## src/rtl/data_sync_pkg.sv

```systemverilog
// Shared types and width helpers for the data synchronizer source-side controller.
package data_sync_pkg;

    typedef enum logic [1:0] {
        IDLE    = 2'd0,
        SETUP   = 2'd1,
        ASSERT  = 2'd2,
        RELEASE = 2'd3
    } state_t;

    // Width of an index into n items (at least one bit).
    function automatic int unsigned idx_w(input int unsigned n);
        return (n < 2) ? 1 : $clog2(n);
    endfunction

    // Width of a counter that must hold values 0..max_val.
    function automatic int unsigned cnt_w(input int unsigned max_val);
        return (max_val < 1) ? 1 : $clog2(max_val + 1);
    endfunction

endpackage

```

## src/rtl/data_sync_tx_ctrl_if.sv

```systemverilog
// Requester, synchronizer and acknowledge signals of the source-side controller.
interface data_sync_tx_ctrl_if
    import data_sync_pkg::*;
#(
    parameter int unsigned BUS_WIDTH = 8,
    parameter int unsigned NUM_REQ   = 4
);
    localparam int unsigned GW = idx_w(NUM_REQ);

    logic [NUM_REQ-1:0]           req;
    logic [NUM_REQ*BUS_WIDTH-1:0] req_data;
    logic [NUM_REQ-1:0]           done;
    logic                         busy;
    logic [GW-1:0]                grant_id;
    logic [BUS_WIDTH-1:0]         unsync_bus;
    logic                         bus_enable;
    logic                         dst_ack;
    logic                         timeout_err;

    // Controller side
    modport master (
        input  req, req_data, dst_ack,
        output done, busy, grant_id, unsync_bus, bus_enable, timeout_err
    );

    // Requester / destination side
    modport slave (
        output req, req_data, dst_ack,
        input  done, busy, grant_id, unsync_bus, bus_enable, timeout_err
    );

endinterface

```

## src/rtl/ack_sync.sv

```systemverilog
// Multi-flop synchronizer bringing the destination acknowledge into the source clock.
module ack_sync #(
    parameter int unsigned STAGES = 2
) (
    input  logic clk_i,
    input  logic rst_ni,
    input  logic ack_i,
    output logic ack_o
);
    logic [STAGES-1:0] sync_q;

    // Shift the asynchronous level through the flop chain.
    always_ff @(posedge clk_i or negedge rst_ni) begin
        if (!rst_ni) begin
            sync_q <= '0;
        end else begin
            sync_q <= {sync_q[STAGES-2:0], ack_i};
        end
    end

    assign ack_o = sync_q[STAGES-1];

endmodule

```

## src/rtl/data_sync_tx_ctrl.sv

```systemverilog
// Round-robin source controller: grants one requester, holds its word on
// unsync_bus and runs a 4-phase handshake against the synchronized ack,
// with a timeout in the enable and release phases.
module data_sync_tx_ctrl
    import data_sync_pkg::*;
#(
    parameter int unsigned BUS_WIDTH  = 8,
    parameter int unsigned NUM_REQ    = 4,
    parameter int unsigned SETUP_CYC  = 2,
    parameter int unsigned ACK_STAGES = 2,
    parameter int unsigned TIMEOUT    = 255
) (
    input logic             CLK,
    input logic             RST,
    data_sync_tx_ctrl_if.master bus
);
    localparam int unsigned GW = idx_w(NUM_REQ);
    localparam int unsigned CW = cnt_w(TIMEOUT);

    logic                 ack_s;
    state_t               state_q, state_d;
    logic [BUS_WIDTH-1:0] bus_q, bus_d;
    logic                 be_q, be_d;
    logic [NUM_REQ-1:0]   done_q, done_d;
    logic [GW-1:0]        gid_q, gid_d;
    logic [GW-1:0]        ptr_q, ptr_d;
    logic                 terr_q, terr_d;
    logic [CW-1:0]        cnt_q, cnt_d;
    logic                 fail_q, fail_d;

    logic [GW-1:0]        rr_cand;
    logic [GW-1:0]        rr_idx;
    logic                 rr_hit;
    logic [BUS_WIDTH-1:0] rr_word;

    ack_sync #(.STAGES(ACK_STAGES)) u_ack_sync (
        .clk_i  (CLK),
        .rst_ni (RST),
        .ack_i  (bus.dst_ack),
        .ack_o  (ack_s)
    );

    // Round-robin pick: first set request after the last granted index, wrapping.
    always_comb begin
        rr_cand = '0;
        rr_idx  = '0;
        rr_hit  = 1'b0;
        for (int unsigned k = 1; k <= NUM_REQ; k++) begin
            rr_cand = GW'((32'(ptr_q) + k) % NUM_REQ);
            if (!rr_hit && bus.req[rr_cand]) begin
                rr_hit = 1'b1;
                rr_idx = rr_cand;
            end
        end
    end

    assign rr_word = bus.req_data[32'(rr_idx)*BUS_WIDTH +: BUS_WIDTH];

    // Handshake sequencing: next state and next registered outputs.
    always_comb begin
        state_d = state_q;
        bus_d   = bus_q;
        be_d    = be_q;
        done_d  = '0;
        gid_d   = gid_q;
        ptr_d   = ptr_q;
        terr_d  = 1'b0;
        cnt_d   = cnt_q;
        fail_d  = fail_q;
        unique case (state_q)
            IDLE: begin
                if (rr_hit) begin
                    state_d = SETUP;
                    bus_d   = rr_word;
                    gid_d   = rr_idx;
                    ptr_d   = rr_idx;
                    cnt_d   = '0;
                    fail_d  = 1'b0;
                end
            end
            SETUP: begin
                if (cnt_q == CW'(SETUP_CYC - 1)) begin
                    state_d = ASSERT;
                    be_d    = 1'b1;
                    cnt_d   = '0;
                end else begin
                    cnt_d = cnt_q + CW'(1);
                end
            end
            ASSERT: begin
                if (ack_s) begin
                    state_d = RELEASE;
                    be_d    = 1'b0;
                    cnt_d   = '0;
                end else if (cnt_q == CW'(TIMEOUT - 1)) begin
                    state_d = RELEASE;
                    be_d    = 1'b0;
                    cnt_d   = '0;
                    terr_d  = 1'b1;
                    fail_d  = 1'b1;
                end else begin
                    cnt_d = cnt_q + CW'(1);
                end
            end
            RELEASE: begin
                if (!ack_s) begin
                    state_d = IDLE;
                    if (!fail_q) begin
                        done_d[gid_q] = 1'b1;
                    end
                end else if (cnt_q == CW'(TIMEOUT - 1)) begin
                    state_d = IDLE;
                    terr_d  = 1'b1;
                end else begin
                    cnt_d = cnt_q + CW'(1);
                end
            end
            default: state_d = IDLE;
        endcase
    end

    // State and output registers; reset aborts any transaction at once.
    always_ff @(posedge CLK or negedge RST) begin
        if (!RST) begin
            state_q <= IDLE;
            bus_q   <= '0;
            be_q    <= 1'b0;
            done_q  <= '0;
            gid_q   <= '0;
            ptr_q   <= GW'(NUM_REQ - 1);
            terr_q  <= 1'b0;
            cnt_q   <= '0;
            fail_q  <= 1'b0;
        end else begin
            state_q <= state_d;
            bus_q   <= bus_d;
            be_q    <= be_d;
            done_q  <= done_d;
            gid_q   <= gid_d;
            ptr_q   <= ptr_d;
            terr_q  <= terr_d;
            cnt_q   <= cnt_d;
            fail_q  <= fail_d;
        end
    end

    assign bus.unsync_bus  = bus_q;
    assign bus.bus_enable  = be_q;
    assign bus.done        = done_q;
    assign bus.busy        = (state_q != IDLE);
    assign bus.grant_id    = gid_q;
    assign bus.timeout_err = terr_q;

endmodule

```

## src/flat_wrapper.sv

```systemverilog
// flat-port wrapper written by rule: the top's interface ports become plain ports
module data_sync_tx_ctrl_flat import data_sync_pkg::*;
#(
    parameter int unsigned BUS_WIDTH  = 8,
    parameter int unsigned NUM_REQ    = 4,
    parameter int unsigned SETUP_CYC  = 2,
    parameter int unsigned ACK_STAGES = 2,
    parameter int unsigned TIMEOUT    = 255
)
  (CLK, RST, bus_req, bus_req_data, bus_dst_ack, bus_done, bus_busy, bus_grant_id, bus_unsync_bus, bus_bus_enable, bus_timeout_err);
  data_sync_tx_ctrl_if #(.BUS_WIDTH(BUS_WIDTH), .NUM_REQ(NUM_REQ)) bus_i ();
  input logic CLK;
  input logic RST;
  input wire logic [$bits(bus_i.req)-1:0] bus_req;
  input wire logic [$bits(bus_i.req_data)-1:0] bus_req_data;
  input wire logic [$bits(bus_i.dst_ack)-1:0] bus_dst_ack;
  output wire logic [$bits(bus_i.done)-1:0] bus_done;
  output wire logic [$bits(bus_i.busy)-1:0] bus_busy;
  output wire logic [$bits(bus_i.grant_id)-1:0] bus_grant_id;
  output wire logic [$bits(bus_i.unsync_bus)-1:0] bus_unsync_bus;
  output wire logic [$bits(bus_i.bus_enable)-1:0] bus_bus_enable;
  output wire logic [$bits(bus_i.timeout_err)-1:0] bus_timeout_err;
  assign bus_i.req = bus_req;
  assign bus_i.req_data = bus_req_data;
  assign bus_i.dst_ack = bus_dst_ack;
  assign bus_done = bus_i.done;
  assign bus_busy = bus_i.busy;
  assign bus_grant_id = bus_i.grant_id;
  assign bus_unsync_bus = bus_i.unsync_bus;
  assign bus_bus_enable = bus_i.bus_enable;
  assign bus_timeout_err = bus_i.timeout_err;
  data_sync_tx_ctrl #(.BUS_WIDTH(BUS_WIDTH), .NUM_REQ(NUM_REQ), .SETUP_CYC(SETUP_CYC), .ACK_STAGES(ACK_STAGES), .TIMEOUT(TIMEOUT)) u_core (.CLK(CLK), .RST(RST), .bus(bus_i));
endmodule
```

## config.mk

```make
export PLATFORM = sky130hd
export DESIGN_NAME = data_sync_tx_ctrl_flat
export DESIGN_NICKNAME = d
export VERILOG_FILES = /design/src/rtl/data_sync_pkg.sv /design/src/rtl/data_sync_tx_ctrl_if.sv /design/src/rtl/ack_sync.sv /design/src/rtl/data_sync_tx_ctrl.sv /design/src/flat_wrapper.sv
export SDC_FILE = /design/constraint.sdc
export NUM_CORES = 1
export LEC_CHECK = 0
export ABC_AREA = 1
export CORE_MARGIN = 4
export CORE_UTILIZATION = 41
export CTS_BUF_LIST = sky130_fd_sc_hd__clkbuf_2
export DETAILED_ROUTE_END_ITERATION = 7
export PLACE_DENSITY_LB_ADDON = 0.25
export SETUP_SLACK_MARGIN = 0.4
export SYNTH_ARGS = -nofsm -noshare
export SYNTH_HDL_FRONTEND = slang
export SYNTH_SLANG_ARGS = --single-unit
```

## constraint.sdc

```tcl
create_clock -name CLK -period 2.25 [get_ports CLK]
set_clock_uncertainty 0.2 [all_clocks]
set_input_delay 0.45 -clock CLK [delete_from_list [all_inputs] [get_ports CLK]]
set_output_delay 0.45 -clock CLK [all_outputs]
set_load 0.02 [all_outputs]
```

==> flow_metrics.py <==
metrics = {
    "power_and_ir_drop": {
        "power_density_normalized_to_cell_area_nw_per_um2": 1390,
        "cellLeakagePower_nw": 1.74,
        "worst_ir_drop_vdd_uv": 783,
    },
    "sta": {
        "grt_setup_unrepaired": "true",
        "fin_crit_sh_pct": 101,
        "slew_headroom_pct": 74.0,
        "timing.final.crit_period_ns": 2.26,
        "worst-slew-pin-transition_ns": 0.391,
        "report.final.hold_viol_count": 0,
        "drv_slew": 0,
        "fmax_mhz": 442,
        "setup-tns-final_ns": -0.0141,
        "whs_ns": 0.175,
        "final.setup.worst_slack_ns": -0.0141,
        "setup-violations-final": 1,
    },
    "layout": {
        "mostFrequentLayoutCell": "nand2_1",
        "final_cell_count_no_fill": 481,
        "area.growth.synth_to_final_pct": 43.1,
        "fillerInstances": 494,
        "register_area_sq_um": 781,
        "multi_input_area_sq_um": 1280,
        "layout.cells.most_common_list": "95 x nand2_1, 53 x inv_1, 44 x nand3_1, 38 x clkdlybuf4s50_1, 27 x dfrtp_1",
        "layout-drive-gt1-share_pct": 20.2,
        "antennaDiodeCount": 0,
        "final_util_pct": 62.1,
        "num-nets-final": 456,
    },
    "route": {
        "routed_wirelength_microns": 5770,
        "drc": 0,
        "via_count_of_the_routed_design": 2419,
        "drt-initial-drc-count": 202,
        "routedWlPerCell_microns": 12.0,
        "drt-vias-per-instance": 5.03,
        "firstDrtPassIters": 5,
        "final_antenna_net_count": 0,
    },
    "place": {
        "placed_cells": 456,
        "place_hpwl_microns": 4120,
        "globalplace.congestion": 0.957,
        "buffer_ports.inserted": 55,
    },
    "floorplanning": {
        "initial_core_util_pct": 43.4,
        "io-pin-count": 56,
        "floorplan.die_area_sq_um": 6760,
        "fp.dieW_microns": 82.2,
        "floorplan.core_area_sq_um": 5200,
        "die_y_microns": 82.2,
        "rows": 26,
    },
    "global_routing": {
        "grt_pass1_wl_microns": 9490,
        "globalRouteMet3Util_pct": 3.69,
        "met1_track_utilization_from_global_routing_pct": 24.0,
        "overflow": 0,
        "grt_usage_pct": 18.0,
        "grt_max_degree": 32,
        "global_route.usage.met2_pct": 29.2,
        "first_global_vias": 2146,
        "number_of_antenna_violations_at_the_first_check_in_global_routing": 0,
        "global_route.peak_usage_layer": "met2",
    },
    "run_status": {
        "failed_checks": "negative setup slack",
        "outcome": "complete, but fails checks",
    },
    "worst_setup_path": {
        "endpoint_kind": "register",
        "r2r.worst_path.cells": 13,
        "worstReg2RegStart": "u_core.ptr_q[0]$_DFFE_PN1P_",
        "critical_path_source_type": "register",
        "rrSetupSlack_ns": -0.01,
        "critical_path_arrival_ns": 2.34,
        "timing_worst_setup_path_type": "reg -> reg",
        "critPathRequiredTime_ns": 2.32,
        "crit-reg2reg-capture": "u_core.cnt_q[2]$_DFFE_PN0P_",
        "timing.critical_path.fanout_max": 7,
    },
    "hold_path": {
        "min_from": "u_core.u_ack_sync.sync_q[0]$_DFF_PN0_",
        "hold_end": "u_core.u_ack_sync.sync_q[1]$_DFF_PN0_",
        "hold_path_depth": 0,
        "hold_class": "reg -> reg",
    },
    "clock_tree": {
        "clkTransAtPathRegs_ns": 0.15,
        "cts_tree": "done",
        "clkLatencyLatePin_ns": 0.34,
        "cts_htree_levels": 2,
        "cts-root-buf": "clkbuf_2",
        "cts_inserted_buffers": 5,
        "cts_max_path_buffers": 2,
        "numClockSinks": 31,
    },
    "synth": {
        "postSynthNetCount": 370,
        "synthesis_warning_total": 0,
        "synth_largest_type_area_fraction_pct": 32.2,
        "average_cell_area_after_synthesis_sq_um": 6.97,
        "synth.ff_latch_count": 31,
        "post_synth_instance_area_sq_um": 2260,
        "synth_top_cell_by_area": "dfrtp_1",
        "synth_seq_area_share_pct": 34.5,
        "synth_top_cells_by_area": "dfrtp_1 32%, nand2_1 16%, nand3_1 10%",
        "post_synthesis_cell_type_count": 32,
        "synthesized_netlist_cell_count": 324,
    },
    "job": {
        "timing.max_cap.violations": 0,
    },
}
## final cells by class
cell class / instances / area share (%)
repair inverters: 1 / 0.232
inverters: 62 / 7.67
flip-flops and latches: 31 / 24.2
clock buffers: 7 / 1.08
well taps: 70 / 2.71
clock inverters: 1 / 0.155
multi-input cells: 225 / 39.5
repair buffers: 84 / 24.5
## power by group
group | internal [mW] | switching, mW
Clock | 0.0851 | 0.177
Sequential | 0.745 | 0.172
Combinational | 1.42 | 1.90
Total | 2.25 | 2.25
## critical path, stage by stage, from the launching register on
cell and delay, ns:
dfstp_2 0.67, buf_4 0.16, nand2_1 0.04, nand2_1 0.08, nand2_2 0.08, nand2_4 0.10, nor2_8 0.05, nand3b_4 0.08
or2_4 0.17, nand2_8 0.07, buf_4 0.14, o21bai_1 0.11, nand2_1 0.08, nor2_1 0.13
## repair_timing
item                                    in CTS  in global routing
endpoints found under the setup margin      40                 25
buffers inserted                             9                  7
hold buffers                                 0                  0
gates cloned                                 1                  0
resized for setup                           27                 20
pin swaps                                    1                  3
## cells in the mapped netlist (all sizes together)
cell type  number
o21bai          2
or2             1
inv            62
xor2            2
a21oi           7
nand3          50
nand4           6
a31oi           1
buf             6
o221ai          2
dfrtp          29
nand3b          1
nor2           14
dfstp           2
o31ai           1
ha              7
o21ai          12
a31o            1
nor4            4
o22ai           2
nand2         112
## cells by family after synthesis
kind of cell,after synthesis,synth area share [%]
buffers and inverters,68,13.1
AOI/OAI and AO/OA,28,7.37
DFF,31,34.5
and+or+nand+nor,188,40.4
adders and majority gates,7,3.88
xor gates and xnor gates,2,0.776
## sequential cells by signal, indices dropped and copies added, names as in the netlist
name and count:
u_core.state_q 2, u_core.cnt_q 8, u_core.ptr_q 2, u_core.u_ack_sync.sync_q 2
u_core.bus.grant_id 2, u_core.fail_q 1, u_core.bus.unsync_bus 8, u_core.bus.done 4
u_core.bus.bus_enable 1, u_core.bus.timeout_err 1
## per-layer routing
| layer | share of wire [%] | vias up |
|---|---|---|
| met5 | 0 | - |
| met4 | 1.5 | 0 |
| met3 | 5.9 | 8 |
| met2 | 48 | 89 |
| met1 | 44 | 1119 |
| li1 | - | 1203 |
## per-stage QoR
stage               instance area, sq um  setup slack (ns)  total power [mW]
global route                        3230            -0.158              4.92
detailed placement                  2970            -0.238              3.76
floorplan                           2270             0.154              2.92
CTS                                 3130            0.0283              4.30
global placement                    2970            -0.199              3.74
finish                              3230           -0.0141              4.50
## worst max-delay path by stage
stage,end,from,depth (start not counted),slack (ns)
after CTS,u_core.bus.unsync_bus[7]$_DFFE_PN0P_,u_core.ptr_q[0]$_DFFE_PN1P_,15,0.03
after floorplan,u_core.cnt_q[7]$_DFFE_PN0P_,u_core.ptr_q[0]$_DFFE_PN1P_,14,0.15
after detailed placement,u_core.bus.unsync_bus[0]$_DFFE_PN0P_,bus_req[1],14,-0.24
final,u_core.cnt_q[2]$_DFFE_PN0P_,u_core.ptr_q[0]$_DFFE_PN1P_,13,-0.01
after global routing,u_core.cnt_q[2]$_DFFE_PN0P_,u_core.ptr_q[0]$_DFFE_PN1P_,13,-0.16
after global placement,u_core.bus.unsync_bus[5]$_DFFE_PN0P_,bus_req[3],14,-0.20
Power figures use the tool's default switching activity.
